[config.mk]
export PLATFORM = sky130hd
export DESIGN_NAME = vga_scanout
export DESIGN_NICKNAME = d
export VERILOG_FILES = /design/src/rtl/vga_scanout.sv
export SDC_FILE = /design/constraint.sdc
export NUM_CORES = 1
export LEC_CHECK = 0
export ABC_AREA = 1
export BUFFER_PORTS_ARGS = -buffer_cell sky130_fd_sc_hd__buf_2
export CELL_PAD_IN_SITES_DETAIL_PLACEMENT = 1
export CELL_PAD_IN_SITES_GLOBAL_PLACEMENT = 1
export CORE_MARGIN = 2
export CORE_UTILIZATION = 30
export DETAILED_ROUTE_END_ITERATION = 6
export PLACE_DENSITY_LB_ADDON = 0.1
export REMOVE_ABC_BUFFERS = 1
export SLEW_MARGIN = 20
export SYNTH_ARGS = -nofsm -noshare
export SYNTH_HDL_FRONTEND = slang
export SYNTH_SLANG_ARGS = --single-unit
[constraint.sdc]
create_clock -name clk -period 1.2 [get_ports clk]
set_input_delay 0.06 -clock clk [delete_from_list [all_inputs] [get_ports clk]]
set_output_delay 0.06 -clock clk [all_outputs]
set_load 0.01 [all_outputs]
[src/rtl/vga_scanout.sv]
// Purpose: 640x480@60 VGA scanout of an IMG_W x IMG_H grayscale framebuffer, top-left aligned, black elsewhere.
// Latency: one pixel (2 clk); all video/sync outputs for pixel (h,v) register on the tick ending its window.
// Backpressure: none; free-running timing, framebuffer must return data one clk after the address.
module vga_scanout #(
  parameter int H_ACTIVE = 640,
  parameter int H_FP     = 16,
  parameter int H_SYNC_W = 96,
  parameter int H_BP     = 48,
  parameter int V_ACTIVE = 480,
  parameter int V_FP     = 10,
  parameter int V_SYNC_W = 2,
  parameter int V_BP     = 33,
  parameter int IMG_W    = 256,
  parameter int IMG_H    = 256,
  parameter int ADDR_W   = 16
) (
  input  logic              clk,
  input  logic              rst,
  output logic [ADDR_W-1:0] mem_addr,
  output logic              mem_rd,
  input  logic [7:0]        mem_data,
  output logic              clk_25,
  output logic [7:0]        r,
  output logic [7:0]        g,
  output logic [7:0]        b,
  output logic              H_SYNC,
  output logic              V_SYNC,
  output logic              SYNC_B,
  output logic              SYNC_BLANK,
  output logic              frame_start
);

  localparam int H_TOTAL = H_ACTIVE + H_FP + H_SYNC_W + H_BP;
  localparam int V_TOTAL = V_ACTIVE + V_FP + V_SYNC_W + V_BP;
  localparam int HW      = $clog2(H_TOTAL);
  localparam int VW      = $clog2(V_TOTAL);
  localparam int IWB     = $clog2(IMG_W);
  localparam int IHB     = $clog2(IMG_H);

  localparam logic [HW-1:0] H_LAST = HW'(H_TOTAL - 1);
  localparam logic [HW-1:0] H_ACT  = HW'(H_ACTIVE);
  localparam logic [HW-1:0] H_SS   = HW'(H_ACTIVE + H_FP);
  localparam logic [HW-1:0] H_SE   = HW'(H_ACTIVE + H_FP + H_SYNC_W);
  localparam logic [HW-1:0] H_IMG  = HW'(IMG_W);
  localparam logic [VW-1:0] V_LAST = VW'(V_TOTAL - 1);
  localparam logic [VW-1:0] V_ACT  = VW'(V_ACTIVE);
  localparam logic [VW-1:0] V_SS   = VW'(V_ACTIVE + V_FP);
  localparam logic [VW-1:0] V_SE   = VW'(V_ACTIVE + V_FP + V_SYNC_W);
  localparam logic [VW-1:0] V_IMG  = VW'(IMG_H);

  logic          phase_q, phase_d;
  logic [HW-1:0] h_q, h_d;
  logic [VW-1:0] v_q, v_d;
  logic [7:0]    rgb_q, rgb_d;
  logic          hs_q, hs_d;
  logic          vs_q, vs_d;
  logic          blank_q, blank_d;
  logic          fs_q, fs_d;

  logic in_img;
  logic active;
  logic hs_on;
  logic vs_on;

  // Phase toggles every clk; counters step only on the tick (phase==1), v on h wrap.
  always_comb begin
    phase_d = ~phase_q;
    h_d     = h_q;
    v_d     = v_q;
    if (phase_q) begin
      if (h_q == H_LAST) begin
        h_d = '0;
        v_d = (v_q == V_LAST) ? '0 : v_q + 1'b1;
      end else begin
        h_d = h_q + 1'b1;
      end
    end
  end

  // Region decode for the pixel currently addressed; drives the framebuffer port directly.
  always_comb begin
    in_img   = (h_q < H_IMG) && (v_q < V_IMG);
    active   = (h_q < H_ACT) && (v_q < V_ACT);
    hs_on    = (h_q >= H_SS) && (h_q < H_SE);
    vs_on    = (v_q >= V_SS) && (v_q < V_SE);
    mem_rd   = in_img;
    mem_addr = in_img ? {v_q[IHB-1:0], h_q[IWB-1:0]} : '0;
  end

  // Output registers capture the current pixel on the tick and hold otherwise; frame_start lasts one clk.
  always_comb begin
    rgb_d   = rgb_q;
    hs_d    = hs_q;
    vs_d    = vs_q;
    blank_d = blank_q;
    fs_d    = 1'b0;
    if (phase_q) begin
      rgb_d   = (in_img && active) ? mem_data : 8'h00;
      hs_d    = ~hs_on;
      vs_d    = ~vs_on;
      blank_d = active;
      fs_d    = (h_q == '0) && (v_q == '0);
    end
  end

  // State registers with asynchronous active-low reset.
  always_ff @(posedge clk or negedge rst) begin
    if (!rst) begin
      phase_q <= 1'b0;
      h_q     <= '0;
      v_q     <= '0;
      rgb_q   <= 8'h00;
      hs_q    <= 1'b1;
      vs_q    <= 1'b1;
      blank_q <= 1'b0;
      fs_q    <= 1'b0;
    end else begin
      phase_q <= phase_d;
      h_q     <= h_d;
      v_q     <= v_d;
      rgb_q   <= rgb_d;
      hs_q    <= hs_d;
      vs_q    <= vs_d;
      blank_q <= blank_d;
      fs_q    <= fs_d;
    end
  end

  assign clk_25      = phase_q;
  assign r           = rgb_q;
  assign g           = rgb_q;
  assign b           = rgb_q;
  assign H_SYNC      = hs_q;
  assign V_SYNC      = vs_q;
  assign SYNC_B      = 1'b0;
  assign SYNC_BLANK  = blank_q;
  assign frame_start = fs_q;

endmodule
Word level (Yosys, flattened, before mapping) --
Cells that the tools add are included.
Storage, ports and cells: register bits after elaboration 33, input port bits 10
Cells by class: add/subtract/negate cells 2, eq/ne operators 2, order comparisons 8, bitwise logic cells 3, muxes and demuxes 5, reductions and logical operators 9
Operator list (count):
- 10-bit by 9-bit less-than comparator with 1-bit output, second input constant | 4
- 10-bit by 1-bit adder with 10-bit output, second input constant | 2
- 10-bit equality test, second input constant | 2
- 10-bit zero test | 2
- 10-bit less-than comparator, second input constant | 2
- 10-bit two-way mux | 2
- 16-bit two-way mux | 1
- 10-bit greater-or-equal comparator, second input constant | 1
- 10-bit by 9-bit greater-or-equal comparator with 1-bit output, second input constant | 1
- 8-bit two-way mux | 1
- 1-bit logical AND | 6
- 1-bit inverter | 3
- 2-bit AND reduction | 1
- 1-bit two-way mux | 1

Longest topological paths before layout --
depth in word-level cells 4, gate-level depth with buffers 8

Least setup slack after synthesis --
No wires, ideal clock.
kind flip-flop to flip-flop, start point reg v_q[0], end point reg v_q[6], path buffers 0, path slack -0.028 ns, setup time 0.122 ns, data arrival time 1.106 ns, required time 1.078 ns, stages on the path, launching flop included 7, period minus slack after synthesis 1.228 ns, path through dfrtp_1 -> ha_1 -> inv_1 -> nor2_1 -> nand3_1 -> nor3_1 -> nor2_1
Between the ends: word-level cells in the longest chain between the ends 2, elaborated cells between the ends (all ways) 3, those cells by class add/sub: 1; eq/ne: 1; mux: 1
Ends and longest elaborated chain:
- start, declared | line 53 | logic [VW-1:0] v_q, v_d;
- start signal, assigned | line 120 | v_q <= v_d;
- 10-bit by 1-bit adder with 10-bit output / 10-bit equality test (equally long branches) | line 73 | v_d = (v_q == V_LAST) ? '0 : v_q + 1'b1;
- 10-bit two-way mux (*) | line 73
Mark *: on every way between the ends. The rest lies on a longest branch, timed or not. A chain may end at the register's enable or synchronous reset.

Final worst setup path --
start point reg h_q[9], end point out mem_addr[8]
Between the ends: word-level cells in the longest chain between the ends 3
Ends and longest elaborated chain:
- start, declared | line 52 | logic [HW-1:0] h_q, h_d;
- start signal, assigned | line 110 | h_q <= '0;
- start signal, assigned | line 119 | h_q <= h_d;
- 10-bit by 9-bit less-than comparator with 1-bit output | line 82 | in_img = (h_q < H_IMG) && (v_q < V_IMG);
- 1-bit logical AND | line 82
- 16-bit two-way mux | line 87 | mem_addr = in_img ? {v_q[IHB-1:0], h_q[IWB-1:0]} : '0;
- end, declared | line 19 | output logic [ADDR_W-1:0] mem_addr,
No other way between the ends.

==> results.sh <==
export IMPL_crit_required_ns=1.14
export IMPL_grt_overflow_total=0
export IMPL_io_buffers=55
export IMPL_r2r_start="h_q[0]"
export IMPL_die_w_um=84.43
export IMPL_root_buffer="clkbuf_8"
export IMPL_dr_pass1_iters=4
export IMPL_fin_cells=455
export IMPL_status="finished, violations left"
export IMPL_seq_area_sq_um=832.0
export IMPL_die_y_um=84.43
export IMPL_start_util_pct=30.74
export IMPL_failed_checks="negative setup slack"
export IMPL_routed_via_density=4.721
export IMPL_period_share_pct=136.6
export IMPL_synthAdderAreaFrac_pct=2.579
export IMPL_rsz0062_at_grt="yes"
export IMPL_endpoint_kind="primary output"
export IMPL_grt_util_all_layers_pct=18.61
export IMPL_pwr_density_cell_mw_per_mm2=719.8
export IMPL_wirelength_um=7463
export IMPL_yosysTopAreaCell="dfrtp_1"
export IMPL_ys_warn_count=0
export IMPL_synth_avg_cell_area_sq_um=7.551
export IMPL_worstHoldStart="mem_data[0]"
export IMPL_grt_max_degree=34
export IMPL_hp_class="in2reg"
export IMPL_gp_congestion=0.7742
export IMPL_crit_arrival_ns=1.58
export IMPL_async_reset_ff_share_pct=100.0
export IMPL_clk_pin_slew_ns=0.08
export IMPL_hold_violations=0
export IMPL_report_final_slew_viol_count=0
export IMPL_synth_seq_cells=33
export IMPL_fin_util_pct=53.41
export IMPL_area_growth_pct=73.76
export IMPL_drc=0
export IMPL_nets=391
export IMPL_critPathMaxFanout=3
export IMPL_grt_pass1_vias=2123
export IMPL_drtAntennaViolNets=0
export IMPL_h_tree_depth=2
export IMPL_finalSetupViolations=48
export IMPL_rows=29
export IMPL_wl_per_cell_um=16.40
export IMPL_synth_area_leaders="dfrtp_1, nand2_1, nor2_1"
export IMPL_antenna_found_initial=0
export IMPL_placed_cells=421
export IMPL_synth_compound_area_share_pct=5.545
export IMPL_clkSinkCount=33
export IMPL_n_antenna_cell=0
export IMPL_clk_insertion_delay_late_ns=0.30
export IMPL_multi_input_area_sq_mm=0.001149
export IMPL_yosys_area_share_simple_pct=32.04
export IMPL_fmax_mhz=610.1
export IMPL_ys_top_cells_by_count="nand2_1, nor2_1, inv_1"
export IMPL_netlist_area_sq_mm=0.001941
export IMPL_crit_type="reg2out"
export IMPL_peakVddDrop_v=0.0004383
export IMPL_min_period_ns=1.639
export IMPL_clk_path_buf_depth=2
export IMPL_power_leakage_nw=1.665
export IMPL_synth_top_area_share_pct=39.97
export IMPL_cts_tree="yes"
export IMPL_ys_seq_area_share_pct=42.68
export IMPL_synth_cell_types=28
export IMPL_synth_edf_count=0
export IMPL_cap_viol_max_count=0
export IMPL_drt_initial_drc_count=92
export IMPL_fin_worst_skew_ns=0.005341
export IMPL_layout_drive_gt1_share_pct=57.67
export IMPL_boundaryPins=57
export IMPL_startpoint_type="flop"
export IMPL_synth_ff_type="dfrtp_1"
export IMPL_yosysMostFrequentCell="nand2_1"
export IMPL_vias=2148
export IMPL_muxShareOfSynthArea_pct=0
export IMPL_fillCellCount=770
export IMPL_cts_buffers_inserted=5
export IMPL_netlist_instances=257
export IMPL_synthXorXnorAreaFrac_pct=1.805
export IMPL_synth_top_family_by_area="simple AND/OR/NAND/NOR gates"
export IMPL_design_die_area_sq_mm=0.007128
export IMPL_worst_slack_ns=-0.4392
export IMPL_crit_start="h_q[9]"
export IMPL_place_hpwl_um=4573
export IMPL_coreArea_sq_mm=0.006314
export IMPL_grt_pass1_wl_um=10610
layout make-up:
type                       count  area share [%]
clock buffer                   7           2.560
clock inverter                 1          0.8905
inverter                      35           4.007
multi-input combinational    166           34.06
sequential                    33           24.68
tap                           77           2.857
timing repair buffer         136           30.95
worst paths after layout:
path / depth (start not counted) / slack, ns / endpoint
setup / recovery: 5 / -0.44 / mem_addr[8]
hold / removal: 3 / 0.003 / b[0]
setup reg to reg: 8 / -0.31 / v_q[9]
hold reg to reg: 2 / 0.50 / b[0]
max in group asynchronous: 3 / 0.69 / V_SYNC
min in group asynchronous: 3 / 0.25 / v_q[7]
what timing repair did:
item	in CTS	in global routing
hold buffers	7	0
setup buffers	7	12
gates cloned	0	1
pin swaps	18	32
gates resized for setup	55	71
setup endpoints to repair	46	49
endpoints found under the hold margin	39	0
registers in the layout, summed over array words and instances, names as in the netlist:
name and cells:
V_SYNC 1, clk_25 1, H_SYNC 1, frame_start 1, SYNC_BLANK 1, v_q 10, h_q 10, b 8
metal layers:
layer / part of all wire [%] / vias up / track usage [%]
met3: 3.1 / 8 / 2.950
met5: 0 / - / 0
met4: 1.5 / 0 / 4.762
li1: - / 1038 / -
met1: 42 / 1066 / 24.02
met2: 53 / 36 / 32.54
power by group:
part | total [mW] | switching, mW | internal [mW]
registers | 1.14 | 0.0134 | 1.13
logic | 0.151 | 0.0814 | 0.0694
clock network | 1.14 | 0.460 | 0.678
cell usage in the layout (no fill, tap or decap), types with 3 or more instances in the layout:
cell type      instances
xor2_1                 4
nand4_1                6
nor2_4                11
nand3_2               12
nand3_1                8
dfrtp_1               28
inv_2                  9
nand3_4                4
o21ai_2                5
nand2_4                3
dlygate4sd3_1          7
buf_2                 52
o21ai_1                6
buf_6                 22
nand2_1               37
nor3_2                 5
a21oi_2                3
buf_4                 50
nor2_2                 9
clkbuf_8               6
nor2_1                27
nand2_2                8
buf_8                  3
inv_1                 25
dfrtp_2                3
logic make-up after synthesis:
| group | Yosys count |
|---|---|
| AND/OR/NAND/NOR | 137 |
| buffers and inverters | 58 |
| flip-flops | 33 |
| AO/OA/AOI/OAI | 20 |
| XOR/XNOR | 4 |
| adder cells (fa/ha/maj) | 4 |
| other | 1 |
worst max-delay path, cell delays in order (launching register included):
cell and delay (ns):
dfrtp_1 0.41, nor4_4 0.32, inv_2 0.10, buf_4 0.15
nor2_1 0.13, buf_2 0.16
metrics by stage:
step           setup TNS (ns)  setup slack [ns]  power [mW]  hold slack (ns)  instance area [sq um]
5_1_grt                -14.76           -0.5148       2.511          0.02134                   3372
3_3_place_gp           -5.992           -0.2245       1.283          0.04035                   2575
4_1_cts                -9.055           -0.3730       2.422         0.003191                   2989
3_5_place_dp           -5.571           -0.2830       1.285          0.04224                   2575
6_report               -10.98           -0.4392       2.427         0.003432                   3372
2_1_floorplan          -14.44           -0.6130       1.195          -0.2356                   1778
Power figures use the tool's default switching activity.
